==> src/rtl/reg_bus_pkg.sv <==
// Shared definitions for the register-bus initiator: op codes, FSM state
// encodings and the read-modify-write merge helper.
package reg_bus_pkg;

    // Command op codes carried on cmd_op_i.
    localparam logic [1:0] OP_READ    = 2'd0;
    localparam logic [1:0] OP_WRITE   = 2'd1;
    localparam logic [1:0] OP_RMW     = 2'd2;
    localparam logic [1:0] OP_ILLEGAL = 2'd3;

    // FSM state encodings.
    localparam logic [2:0] ST_IDLE     = 3'd0;
    localparam logic [2:0] ST_RD_ISSUE = 3'd1;
    localparam logic [2:0] ST_RD_CAPT  = 3'd2;
    localparam logic [2:0] ST_WR_ISSUE = 3'd3;
    localparam logic [2:0] ST_RSP      = 3'd4;

    // Widest data bus the merge helper supports; callers size-cast in and out.
    localparam int MERGE_W = 256;

    // Bits set in mask take their value from new_val, the rest keep old_val.
    function automatic logic [MERGE_W-1:0] merge(
        input logic [MERGE_W-1:0] old_val,
        input logic [MERGE_W-1:0] new_val,
        input logic [MERGE_W-1:0] mask
    );
        return (old_val & ~mask) | (new_val & mask);
    endfunction

endpackage

==> src/rtl/reg_bus_master.sv <==
// Register-bus initiator: takes one command at a time on a valid/ready port,
// drives the write/read strobes of the simple register bus and returns a
// response. RMW holds off new commands between its read and its write, which
// makes it atomic with respect to this initiator.
module reg_bus_master
    import reg_bus_pkg::*;
#(
    parameter int ADDR_W = 4,
    parameter int DATA_W = 32
) (
    input  logic                sysclk_i,
    input  logic                reset_i,
    input  logic                cmd_valid_i,
    output logic                cmd_ready_o,
    input  logic [1:0]          cmd_op_i,
    input  logic [ADDR_W-1:0]   cmd_addr_i,
    input  logic [DATA_W/8-1:0] cmd_byte_sel_i,
    input  logic [DATA_W-1:0]   cmd_wdata_i,
    input  logic [DATA_W-1:0]   cmd_mask_i,
    output logic                rsp_valid_o,
    input  logic                rsp_ready_i,
    output logic [DATA_W-1:0]   rsp_rdata_o,
    output logic                rsp_err_o,
    output logic                busy_o,
    output logic                wr_ena_o,
    output logic [ADDR_W-1:0]   wr_addr_o,
    output logic [DATA_W/8-1:0] wr_byte_sel_o,
    output logic [DATA_W-1:0]   wr_data_o,
    output logic                rd_ena_o,
    output logic [ADDR_W-1:0]   rd_addr_o,
    input  logic [DATA_W-1:0]   rd_data_i
);

    localparam int BSEL_W = DATA_W / 8;

    logic [2:0]        state_r;
    logic [2:0]        state_next_s;
    logic              hs_s;
    logic [1:0]        op_r;
    logic [ADDR_W-1:0] addr_r;
    logic [DATA_W-1:0] wdata_r;
    logic [DATA_W-1:0] mask_r;
    logic [DATA_W-1:0] rdata_r;
    logic [DATA_W-1:0] merged_s;

    // Command handshake can only fire while idle.
    assign hs_s = cmd_valid_i & cmd_ready_o & (state_r == ST_IDLE);

    // Merged write value for RMW, formed from the read data being captured now.
    assign merged_s = DATA_W'(merge(MERGE_W'(rd_data_i), MERGE_W'(wdata_r), MERGE_W'(mask_r)));

    // Next-state decode of the command FSM.
    always_comb begin
        state_next_s = state_r;
        case (state_r)
            ST_IDLE: begin
                if (hs_s) begin
                    case (cmd_op_i)
                        OP_READ:  state_next_s = ST_RD_ISSUE;
                        OP_RMW:   state_next_s = ST_RD_ISSUE;
                        OP_WRITE: state_next_s = ST_WR_ISSUE;
                        default:  state_next_s = ST_RSP;
                    endcase
                end else begin
                    state_next_s = ST_IDLE;
                end
            end
            ST_RD_ISSUE: state_next_s = ST_RD_CAPT;
            ST_RD_CAPT: begin
                if (op_r == OP_RMW) begin
                    state_next_s = ST_WR_ISSUE;
                end else begin
                    state_next_s = ST_RSP;
                end
            end
            ST_WR_ISSUE: state_next_s = ST_RSP;
            ST_RSP: begin
                if (rsp_ready_i) begin
                    state_next_s = ST_IDLE;
                end else begin
                    state_next_s = ST_RSP;
                end
            end
            default: state_next_s = ST_IDLE;
        endcase
    end

    // State register and control outputs, all registered from the next state.
    // cmd_ready_o rises only after a full idle cycle, so a new command is taken
    // one cycle after the response handshake.
    always_ff @(posedge sysclk_i) begin
        if (reset_i) begin
            state_r     <= ST_IDLE;
            cmd_ready_o <= 1'b0;
            busy_o      <= 1'b0;
            rd_ena_o    <= 1'b0;
            wr_ena_o    <= 1'b0;
            rsp_valid_o <= 1'b0;
        end else begin
            state_r     <= state_next_s;
            cmd_ready_o <= (state_r == ST_IDLE) && !hs_s;
            busy_o      <= (state_next_s != ST_IDLE);
            rd_ena_o    <= (state_next_s == ST_RD_ISSUE);
            wr_ena_o    <= (state_next_s == ST_WR_ISSUE);
            rsp_valid_o <= (state_next_s == ST_RSP);
        end
    end

    // Command latch, bus address/data outputs and response payload.
    // Bus address and data outputs hold their last value while strobes are low.
    always_ff @(posedge sysclk_i) begin
        if (reset_i) begin
            op_r          <= OP_READ;
            addr_r        <= {ADDR_W{1'b0}};
            wdata_r       <= {DATA_W{1'b0}};
            mask_r        <= {DATA_W{1'b0}};
            rdata_r       <= {DATA_W{1'b0}};
            rd_addr_o     <= {ADDR_W{1'b0}};
            wr_addr_o     <= {ADDR_W{1'b0}};
            wr_byte_sel_o <= {BSEL_W{1'b0}};
            wr_data_o     <= {DATA_W{1'b0}};
            rsp_rdata_o   <= {DATA_W{1'b0}};
            rsp_err_o     <= 1'b0;
        end else begin
            case (state_r)
                ST_IDLE: begin
                    if (hs_s) begin
                        op_r    <= cmd_op_i;
                        addr_r  <= cmd_addr_i;
                        wdata_r <= cmd_wdata_i;
                        mask_r  <= cmd_mask_i;
                        case (cmd_op_i)
                            OP_READ:  rd_addr_o <= cmd_addr_i;
                            OP_RMW:   rd_addr_o <= cmd_addr_i;
                            OP_WRITE: begin
                                wr_addr_o     <= cmd_addr_i;
                                wr_byte_sel_o <= cmd_byte_sel_i;
                                wr_data_o     <= cmd_wdata_i;
                            end
                            default: begin
                                rsp_rdata_o <= {DATA_W{1'b0}};
                                rsp_err_o   <= 1'b1;
                            end
                        endcase
                    end
                end
                ST_RD_CAPT: begin
                    rdata_r <= rd_data_i;
                    if (op_r == OP_RMW) begin
                        wr_addr_o     <= addr_r;
                        wr_byte_sel_o <= {BSEL_W{1'b1}};
                        wr_data_o     <= merged_s;
                    end else begin
                        rsp_rdata_o <= rd_data_i;
                        rsp_err_o   <= 1'b0;
                    end
                end
                ST_WR_ISSUE: begin
                    rsp_err_o <= 1'b0;
                    if (op_r == OP_RMW) begin
                        rsp_rdata_o <= rdata_r;
                    end else begin
                        rsp_rdata_o <= {DATA_W{1'b0}};
                    end
                end
                default: begin
                    rsp_err_o <= rsp_err_o;
                end
            endcase
        end
    end

endmodule

==> config.mk <==
export PLATFORM = sky130hd
export DESIGN_NAME = reg_bus_master
export DESIGN_NICKNAME = d
export VERILOG_FILES = /design/src/rtl/reg_bus_pkg.sv /design/src/rtl/reg_bus_master.sv
export SDC_FILE = /design/constraint.sdc
export NUM_CORES = 1
export LEC_CHECK = 0
export ABC_AREA = 1
export CORE_MARGIN = 4
export CORE_UTILIZATION = 45
export CTS_CLUSTER_DIAMETER = 60
export CTS_CLUSTER_SIZE = 24
export DETAILED_ROUTE_END_ITERATION = 16
export PLACE_DENSITY = 0.73
export SETUP_SLACK_MARGIN = 0.1
export SLEW_MARGIN = 5
export SYNTH_ARGS = -nofsm -noshare
export SYNTH_HDL_FRONTEND = slang
export SYNTH_SLANG_ARGS = --single-unit
==> constraint.sdc <==
create_clock -name sysclk_i -period 1.8 [get_ports sysclk_i]
set_input_delay 0.27 -clock sysclk_i [delete_from_list [all_inputs] [get_ports sysclk_i]]
set_output_delay 0.27 -clock sysclk_i [all_outputs]
set_load 0.1 [all_outputs]
## After elaboration in Yosys (flattened, before gate mapping)

Index checks and enable logic that the tools add are counted.

- Reduce and logical (&&, ||, !) cells: 13
- Div/mod/pow operators: 0
- $mul: 0
- Mux-type cells: 26
- Add/sub/neg operators: 0
- Magnitude comparators: 0
- Shift-type cells: 0
- Eq/ne operators: 15
- Bitwise gates (word level): 6

Operators with widths:

| kind | number |
|---|---|
| $mux 32 | 7 |
| $pmux 32 s3 | 1 |
| $and 32x32->32 | 2 |
| $pmux 32 s2 | 1 |
| $not 32->32 | 1 |
| $or 32x32->32 | 1 |
| $mux 4 | 6 |
| $pmux 4 s2 | 2 |
| $pmux 3 s5 | 1 |
| $eq 3x2->1 const B | 3 |
| $mux 3 | 3 |
| $ne 2x2->1 const B | 4 |
| $reduce_and 4->1 | 2 |
| $eq 3x1->1 const B | 2 |
| $eq 3x3->1 const B | 2 |
| $pmux 3 s2 | 1 |
| $reduce_bool 3->1 | 2 |
| $eq 2x2->1 const B | 2 |
| $logic_not 3->1 | 1 |
| $mux 1 | 3 |
| $pmux 1 s3 | 1 |
| $reduce_and 3->1 | 1 |
| $reduce_or 3->1 | 1 |
| $and 1x1->1 | 2 |
| other kinds (8) | 8 |

- Bits in writable memories: 0
- Latch bits: 0
- Memories: 0
- Output and inout bits: 82
- Logic and storage cells: 77
- ROM bits: 0
- Input bits: 110
- Register bits after elaboration: 187

## Logic depth before layout (Yosys ltp)

Gate-level depths: netlist (run 1).

- Word-level depth: 6
- Mapped depth: 10
- Gate-level depth less buffers: 8

## Worst setup path after synthesis (run 1)

OpenSTA, ideal clock, no wires.

- Path type: reg-to-reg
- Start: register cmd_ready_o
- End: register rsp_rdata_o[13]
- Arrival: 1.926 ns
- Period minus slack after synthesis: 2.039 ns
- Cell stages (with the launch flop): 8
- Slack: -0.239 ns
- Path buffers: 2
- Data required time: 1.687 ns
- Cells stage by stage: dfxtp_1 -> nand2_1 -> nand3_4 -> nand3_1 -> buf_4 -> buf_4 -> nor2_1 -> nor2_1

- Word-level cells in the longest chain between the ends: 4

Ends and longest elaborated chain:

| element | RTL line | RTL |
|---|---|---|
| from (decl) | reg_bus_master.sv:14 | `output logic cmd_ready_o,` |
| from (signal assigned) | reg_bus_master.sv:101 | `cmd_ready_o <= (state_r == ST_IDLE) && !hs_s;` |
| $and 1x1->1 (2 in series) | reg_bus_master.sv:47 | `assign hs_s = cmd_valid_i & cmd_ready_o & (state_r == ST_IDLE);` |
| $ne 2x2->1 (no source line) | -- |  |
| $reduce_and 4->1 (no source line) | -- |  |
| to (signal assigned) | reg_bus_master.sv:122 | `rsp_rdata_o <= {DATA_W{1'b0}};` |
| to (signal assigned) | reg_bus_master.sv:141 | `rsp_rdata_o <= {DATA_W{1'b0}};` |
| to (signal assigned) | reg_bus_master.sv:154 | `rsp_rdata_o <= rd_data_i;` |
| to (decl) | reg_bus_master.sv:22 | `output logic [DATA_W-1:0] rsp_rdata_o,` |

Every way passes these cells.
A chain may end at the register's enable or synchronous reset.

## Worst setup path in the final report (run 1)

- Start: register state_r[0]
- End: register rsp_rdata_o[12]

- Word-level cells in the longest chain between the ends: 4
- Elaborated cells between the ends (all ways): 10
- Those cells by class: eq/ne: 5; mux: 1; bitwise: 1; reduce/logical: 3

Ends and longest elaborated chain:

| element | RTL line | RTL |
|---|---|---|
| from (decl) | reg_bus_master.sv:36 | `logic [2:0] state_r;` |
| from (signal assigned) | reg_bus_master.sv:100 | `state_r <= state_next_s;` |
| $logic_not 3->1 | reg_bus_master.sv:47, reg_bus_master.sv:125 |  |
| $and 1x1->1 | reg_bus_master.sv:47 |  |
| $ne 2x2->1 (no source line) | -- |  |
| $reduce_and 4->1 (no source line) | -- |  |

Parallel ways exist; a longest one is shown, timed or not.

==> key figures, run 1 <==
Status
  • Status: complete, no violations

Timing
  • Fin worst setup slack: 0.266 ns
  • FMAX: 652 MHz
  • Fin. max-slew vios: 0
  • Hold WS: 0.289 ns
  • Slew margin rel.: 0.702
  • Fin crit share: 0.852
  • Unrepaired setup endpoints after global routing: false
  • Worst-Margin Slew: 0.443 ns
  • Crit path time final: 1.53 ns
  • Setup Skew: 0.00798 ns
  • # setup viols final: 0
  • Final Hold Viols: 0

Cells and area
  • Post-Layout Inst Area: 11000 um^2
  • Post-Layout Cell Count: 1650
  • Layout area overhead: 34.7%
  • Commonest non-fill, non-tap cell in the layout: nand2_1
  • Most frequent cells in the layout: 391 x nand2_1, 213 x nor2_1, 185 x dfxtp_1
  • Fin nets: 1518
  • Layout cell share with drive strength beyond 1: 0.108

Placement
  • Hpwl dp: 15.7 mm
  • Placed Cells: 1618
  • Dpl ws: -0.0257 ns
  • GPL Wtd Cong: 0.917
  • Dpl cell area: 10400 um^2
  • Port Buffers: 191

Synth
  • Mean Syn Cell Area: 6.58 um^2
  • Sequential share of the synthesized area: 0.458
  • Cells after Synth: 1241
  • Synth cell types: 20
  • FF+latch count, synth: 187
  • Mapped Area: 8170 um^2
  • Synth Warn #: 0
  • Syn Nets: 1351

Power
  • Worst VDD drop: 0.000648 V
  • Pwr Density: 1010 nW/um^2
  • Pleak: 5.13 nW

Floorplanning
  • Total core area: 17900 um^2
  • Ports: 192
  • Die Wd: 143 um
  • Cell row count: 49
  • Die height: 143 um
  • Die Area: 20400 um^2
  • Initial core utilization: 0.456

Clocking
  • Cts repair resizes: 0
  • Setup Fix Bufs, Post-CTS: 0
  • TritonCTS buffer count: 17
  • Clock sink count: 187
  • Clock H-tree levels: 4
  • CTS Hold Bufs: 0
  • Clk buf depth: 2
  • Worst-Skew Late Latency: 0.42 ns
  • Clock-pin slew on the worst setup and hold paths: 0.06 ns
  • Root Driver: clkbuf_16
  • CTS tree: done

Critical path
  • Worst R2R End: rsp_rdata_o[12]
  • Most frequent CP cell: nor2_1
  • Worst EP required: 2.16 ns
  • CP Capture Type: flop
  • R2R depth: 8
  • R2R Path Start: state_r[0]
  • Worst Path Max Fanout: 40
  • Worst path cell trace: nor2_4 -> nand2_4 -> inv_2 -> buf_12 -> nand2_1 -> o21ai_0 -> nor2_1 -> nor2_1
  • Slowest cell on crit path: dfxtp_1
  • Kind of cell adding the most delay to the critical path: simple AND/OR/NAND/NOR gates
  • Minimum setup slack among reg-to-reg paths: 0.27 ns
  • Crit path launch type: flop
  • Critical path type: reg2reg
  • Buf/Inv on CP: 2
  • CP peak stage delay: 0.35 ns
  • Worst EP arrival: 1.90 ns

Min path
  • Worst hold stages: 4
  • Hold Crit Class: in2reg
  • Min-delay src: reset_i
  • WHS Endpoint: rsp_rdata_o[18]

GRT
  • GRT Total Usage: 0.213
  • Gr ovfl total: 0
  • First-pass GRT wire length: 34.6 mm
  • Initial antenna violation count: 1
  • Largest net degree at the start of global routing: 69
  • Vias in the first global route: 6784

Detailed routing
  • Antenna Violating Nets Remaining: 0
  • Total wire length: 22.3 mm
  • Vias per inst: 4.69
  • Via count: 7740
  • Wire per inst: 13.5 um
  • 1st-iter DRT viols: 412
  • DR pass1 iterations: 5
  • # DRC: 0

Flow run
  • Max_cap viols: 0
==> registers in the layout, summed over array words and instances, names as in the netlist, 2 cells and up <==
name	cells
wr_byte_sel_o	4
wdata_r	32
rdata_r	32
mask_r	32
rsp_rdata_o	32
wr_data_o	32
wr_addr_o	4
state_r	3
addr_r	4
op_r	2
rd_addr_o	4
==> synthesized netlist by cell type (all sizes together) <==
library cell | n | area, um^2
nand2 | 393 | 1490
nor2 | 216 | 823
dfxtp | 187 | 3740
inv | 144 | 541
o21ai | 141 | 706
a21oi | 78 | 390
buf | 41 | 294
clkbuf | 30 | 113
nand3 | 7 | 47.6
nand4 | 4 | 25.0
==> worst max-delay path by stage <==
stage	start	to	slack (ns)	depth (start not counted)
finish	state_r[0]	rsp_rdata_o[12]	0.27	8
global route	state_r[0]	rsp_rdata_o[12]	0.13	8
CTS	state_r[0]	rdata_r[30]	0.18	6
detailed placement	cmd_op_i[0]	wr_data_o[15]	-0.03	10
global placement	cmd_op_i[0]	wr_data_o[9]	0.03	9
floorplan	cmd_ready_o	rsp_rdata_o[13]	0.13	7
==> per-stage QoR <==
step | total power, W | utilization | TNS (ns)
5_1_grt | 0.0116 | 0.614 | 0
2_1_floorplan | 0.00662 | - | 0
4_1_cts | 0.0112 | 0.614 | 0
3_5_place_dp | 0.00751 | 0.582 | -0.0551
6_report | 0.0111 | 0.614 | 0
3_3_place_gp | 0.00748 | 0.582 | 0
==> where the power goes <==
| group | switching (W) | internal (W) |
|---|---|---|
| Combinational | 0.00190 | 0.000890 |
| Clock | 0.00158 | 0.00212 |
| Sequential | 0.000172 | 0.00446 |
| Total | 0.00365 | 0.00747 |
==> worst min-delay path, delay by kind of cell <==
kind / cells / cell delay (ns)
buffers and inverters: 2 / 0.25
AND/OR/NAND/NOR: 2 / 0.14
==> cells by family after synthesis <==
kind of cell,synth area share
flip-flops,0.458
AO/OA/AOI/OAI,0.134
buffers and inverters,0.116
AND/OR/NAND/NOR,0.292
==> layer usage <==
metal / wire (um) / vias up / global-route usage
met5: 0 / - / 0
met4: 522 / 0 / 0.0755
met3: 1150 / 32 / 0.0419
met2: 10200 / 188 / 0.332
met1: 10400 / 3410 / 0.295
li1: - / 4110 / -
==> area by class of cell <==
| cell class | instances | area, um^2 |
|---|---|---|
| inverter | 144 | 543 |
| sequential | 187 | 3750 |
| multi-input combinational | 839 | 3490 |
| antenna | 1 | 2.50 |
| timing repair buffer | 219 | 2360 |
| fill | 1677 | 6900 |
| tap | 229 | 287 |
| clock buffer | 21 | 460 |
| clock inverter | 10 | 116 |
No activity file was read; power rests on OpenSTA's default activity.
==> run 2, diff against run 1 <==
- GPL_ROUTABILITY_DRIVEN: not set -> 0
- clock period: 1.8 -> 1.7 ns (I/O delays scaled with it)
==> run 2 against run 1 <==
Against the previous run:
- routed wire length increased by 1.6%
- die area unchanged
- worst setup slack got worse by 0.090 ns
- final area increased by 7.0%
- via count is 2.0% higher
- cell count increased by 0.24%
- sequential cell count unchanged
- global-route usage rose by 0.40 points
- sequential share of layout area shrank 2.2 points
- critical path type unchanged
- highest routed layer is now met5
==> key figures, run 2 (same netlist as run 1, synthesis figures left out) <==
Placement
  • Hpwl dp: 16.1 mm (+2.4%)
  • Dpl cell area: 11100 um^2 (+7.0%)
  • Port Buffers: 191 (unchanged)

Power
  • Worst VDD drop: 0.000826 V (+28%)
  • Pwr Density: 1050 nW/um^2 (+3.9%)
  • Pleak: 5.33 nW (+3.9%)
  • Total power: 0.0124 W (+11%)

Clocking
  • Clock H-tree levels: 4 (unchanged)
  • CTS tree: done
  • Root Driver: clkbuf_16
  • TritonCTS buffer count: 17 (unchanged)
  • Clk buf depth: 2 (unchanged)
  • Clock sink count: 187 (unchanged)
  • Setup Fix Bufs, Post-CTS: 0 (unchanged)
  • Worst-Skew Late Latency: 0.43 ns (about the same)
  • Clock-pin slew on the worst setup and hold paths: 0.07 ns (about the same)

Floorplanning
  • Die Wd: 143 um (unchanged)
  • Ports: 192 (unchanged)
  • Initial core utilization: 0.456 (unchanged)
  • Die height: 143 um (unchanged)
  • Total core area: 17900 um^2 (unchanged)
  • Cell row count: 49 (unchanged)
  • Die Area: 20400 um^2 (unchanged)

Timing
  • Fin. max-slew vios: 0 (unchanged)
  • FMAX: 656 MHz (+0.67%)
  • Worst-Margin Slew: 0.490 ns (+0.0471 ns)
  • Unrepaired setup endpoints after global routing: true
  • Crit path time final: 1.52 ns (-0.0103 ns)
  • Setup Skew: 0.0134 ns (+0.00544 ns)
  • # setup viols final: 0 (unchanged)
  • Slew margin rel.: 0.674 (-0.0283)
  • Fin crit share: 0.896 (+0.0441)
  • Final Hold Viols: 0 (unchanged)

Cells and area
  • Layout cell share with drive strength beyond 1: 0.110 (+0.00251)
  • Most frequent cells in the layout: 391 x nand2_1, 213 x nor2_1, 185 x dfxtp_1
  • Layout area overhead: 44.1%
  • Commonest non-fill, non-tap cell in the layout: nand2_1
  • Fin nets: 1521 (+0.20%)
  • Post-Layout Inst Area: 11800 um^2 (+7.0%)

Flow run
  • Max_cap viols: 0 (unchanged)

Critical path
  • Worst EP required: 2.02 ns (-0.14 ns)
  • Kind of cell adding the most delay to the critical path: simple AND/OR/NAND/NOR gates
  • CP Capture Type: flop
  • Slowest cell on crit path: dfxtp_1
  • CP peak stage delay: 0.35 ns (about the same)
  • Worst path cell trace: nor2_4 -> buf_4 -> nand2_1 -> nand2_1 -> nand3_2 -> buf_4 -> nor2_1 -> nor2_1
  • Worst Path Max Fanout: 16 (-60%)
  • Critical path type: reg2reg
  • Worst EP arrival: 1.84 ns (-0.06 ns)
  • Buf/Inv on CP: 2 (unchanged)
  • Crit path launch type: flop

GRT
  • Initial antenna violation count: 2 (+1)
  • First-pass GRT wire length: 35.6 mm (+2.8%)
  • Vias in the first global route: 7040 (+3.8%)
  • Largest net degree at the start of global routing: 119 (+72%)
  • GRT Total Usage: 0.217 (+0.00397)
  • Gr ovfl total: 0 (unchanged)

Detailed routing
  • Via count: 7894 (+2.0%)
  • DR pass1 iterations: 6 (+1)
  • Total wire length: 22.7 mm (+1.6%)
  • Vias per inst: 4.77 (+1.7%)
  • 1st-iter DRT viols: 527 (+28%)
  • Antenna Violating Nets Remaining: 0 (unchanged)
  • # DRC: 0 (unchanged)
  • Wire per inst: 13.7 um (+1.4%)

Min path
  • Hold Crit Class: in2reg

Status
  • Status: complete, no violations
## run 2: changes by cell type in the layout (fill, tap and decap cells not counted), sizes merged
cell	change
bufinv	+1
buf	+3
## run 2: what timing repair did
item                                    CTS  global route
resized for setup                         0             2
endpoints found under the setup margin    0            55
hold buffers                              0             0
## run 2: where the power goes
| part | leakage [nW] | total, W | switching [W] | internal [W] |
|---|---|---|---|---|
| clock network | 0.300 | 0.00419 | 0.00172 | 0.00246 |
| logic | 3.51 | 0.00322 | 0.00202 | 0.00120 |
| registers | 1.53 | 0.00496 | 0.000239 | 0.00472 |
| total | 5.33 | 0.0124 | 0.00399 | 0.00838 |
## run 2: path summary, 6_finish.rpt
| check | slack, ns | end | cells past startpoint | start |
|---|---|---|---|---|
| worst max-delay path | 0.18 | rsp_rdata_o[1] | 8 | state_r[0] |
| worst min-delay path | 0.38 | rsp_rdata_o[17] | 5 | reset_i |
| worst max register to register | 0.18 | rsp_rdata_o[1] | 8 | state_r[0] |
| worst min register to register | 0.44 | addr_r[3] | 2 | addr_r[3] |
## run 2: layer usage
metal  part of all wire  up-vias  track usage
li1                   -     4130            -
met4              0.021        2       0.0740
met5            0.00049        -            0
met3              0.060       33       0.0506
met2               0.46      213        0.334
met1               0.46     3516        0.300
## run 2: area by class of cell
type	count	area, um^2
sequential	187	3750
clock buffer	21	472
multi-input combinational	839	3490
tap	229	287
timing repair buffer	222	3080
clock inverter	11	158
antenna	1	2.50
fill	1555	6130
inverter	144	543
## run 2: metrics by stage
step | util | setup TNS [ns] | std cells | setup slack (ns) | hold WS (ns)
global placement | 0.622 | -0.0126 | 1621 | -0.00929 | 0.434
detailed placement | 0.622 | -0.471 | 1621 | -0.0455 | 0.440
finish | 0.658 | 0 | 1654 | 0.176 | 0.378
floorplan | - | 0 | 1241 | 0.215 | 0.390
CTS | 0.657 | 0 | 1653 | 0.135 | 0.369
global route | 0.658 | 0 | 1654 | 0.0892 | 0.391
## run 2: worst register-to-register path, stage by stage, from the launching register on
cell and delay [ns]:
dfxtp_1 0.35, nor2_4 0.16, buf_4 0.17, nand2_1 0.06
nand2_1 0.07, nand3_2 0.15, buf_4 0.24, nor2_1 0.14
nor2_1 0.07
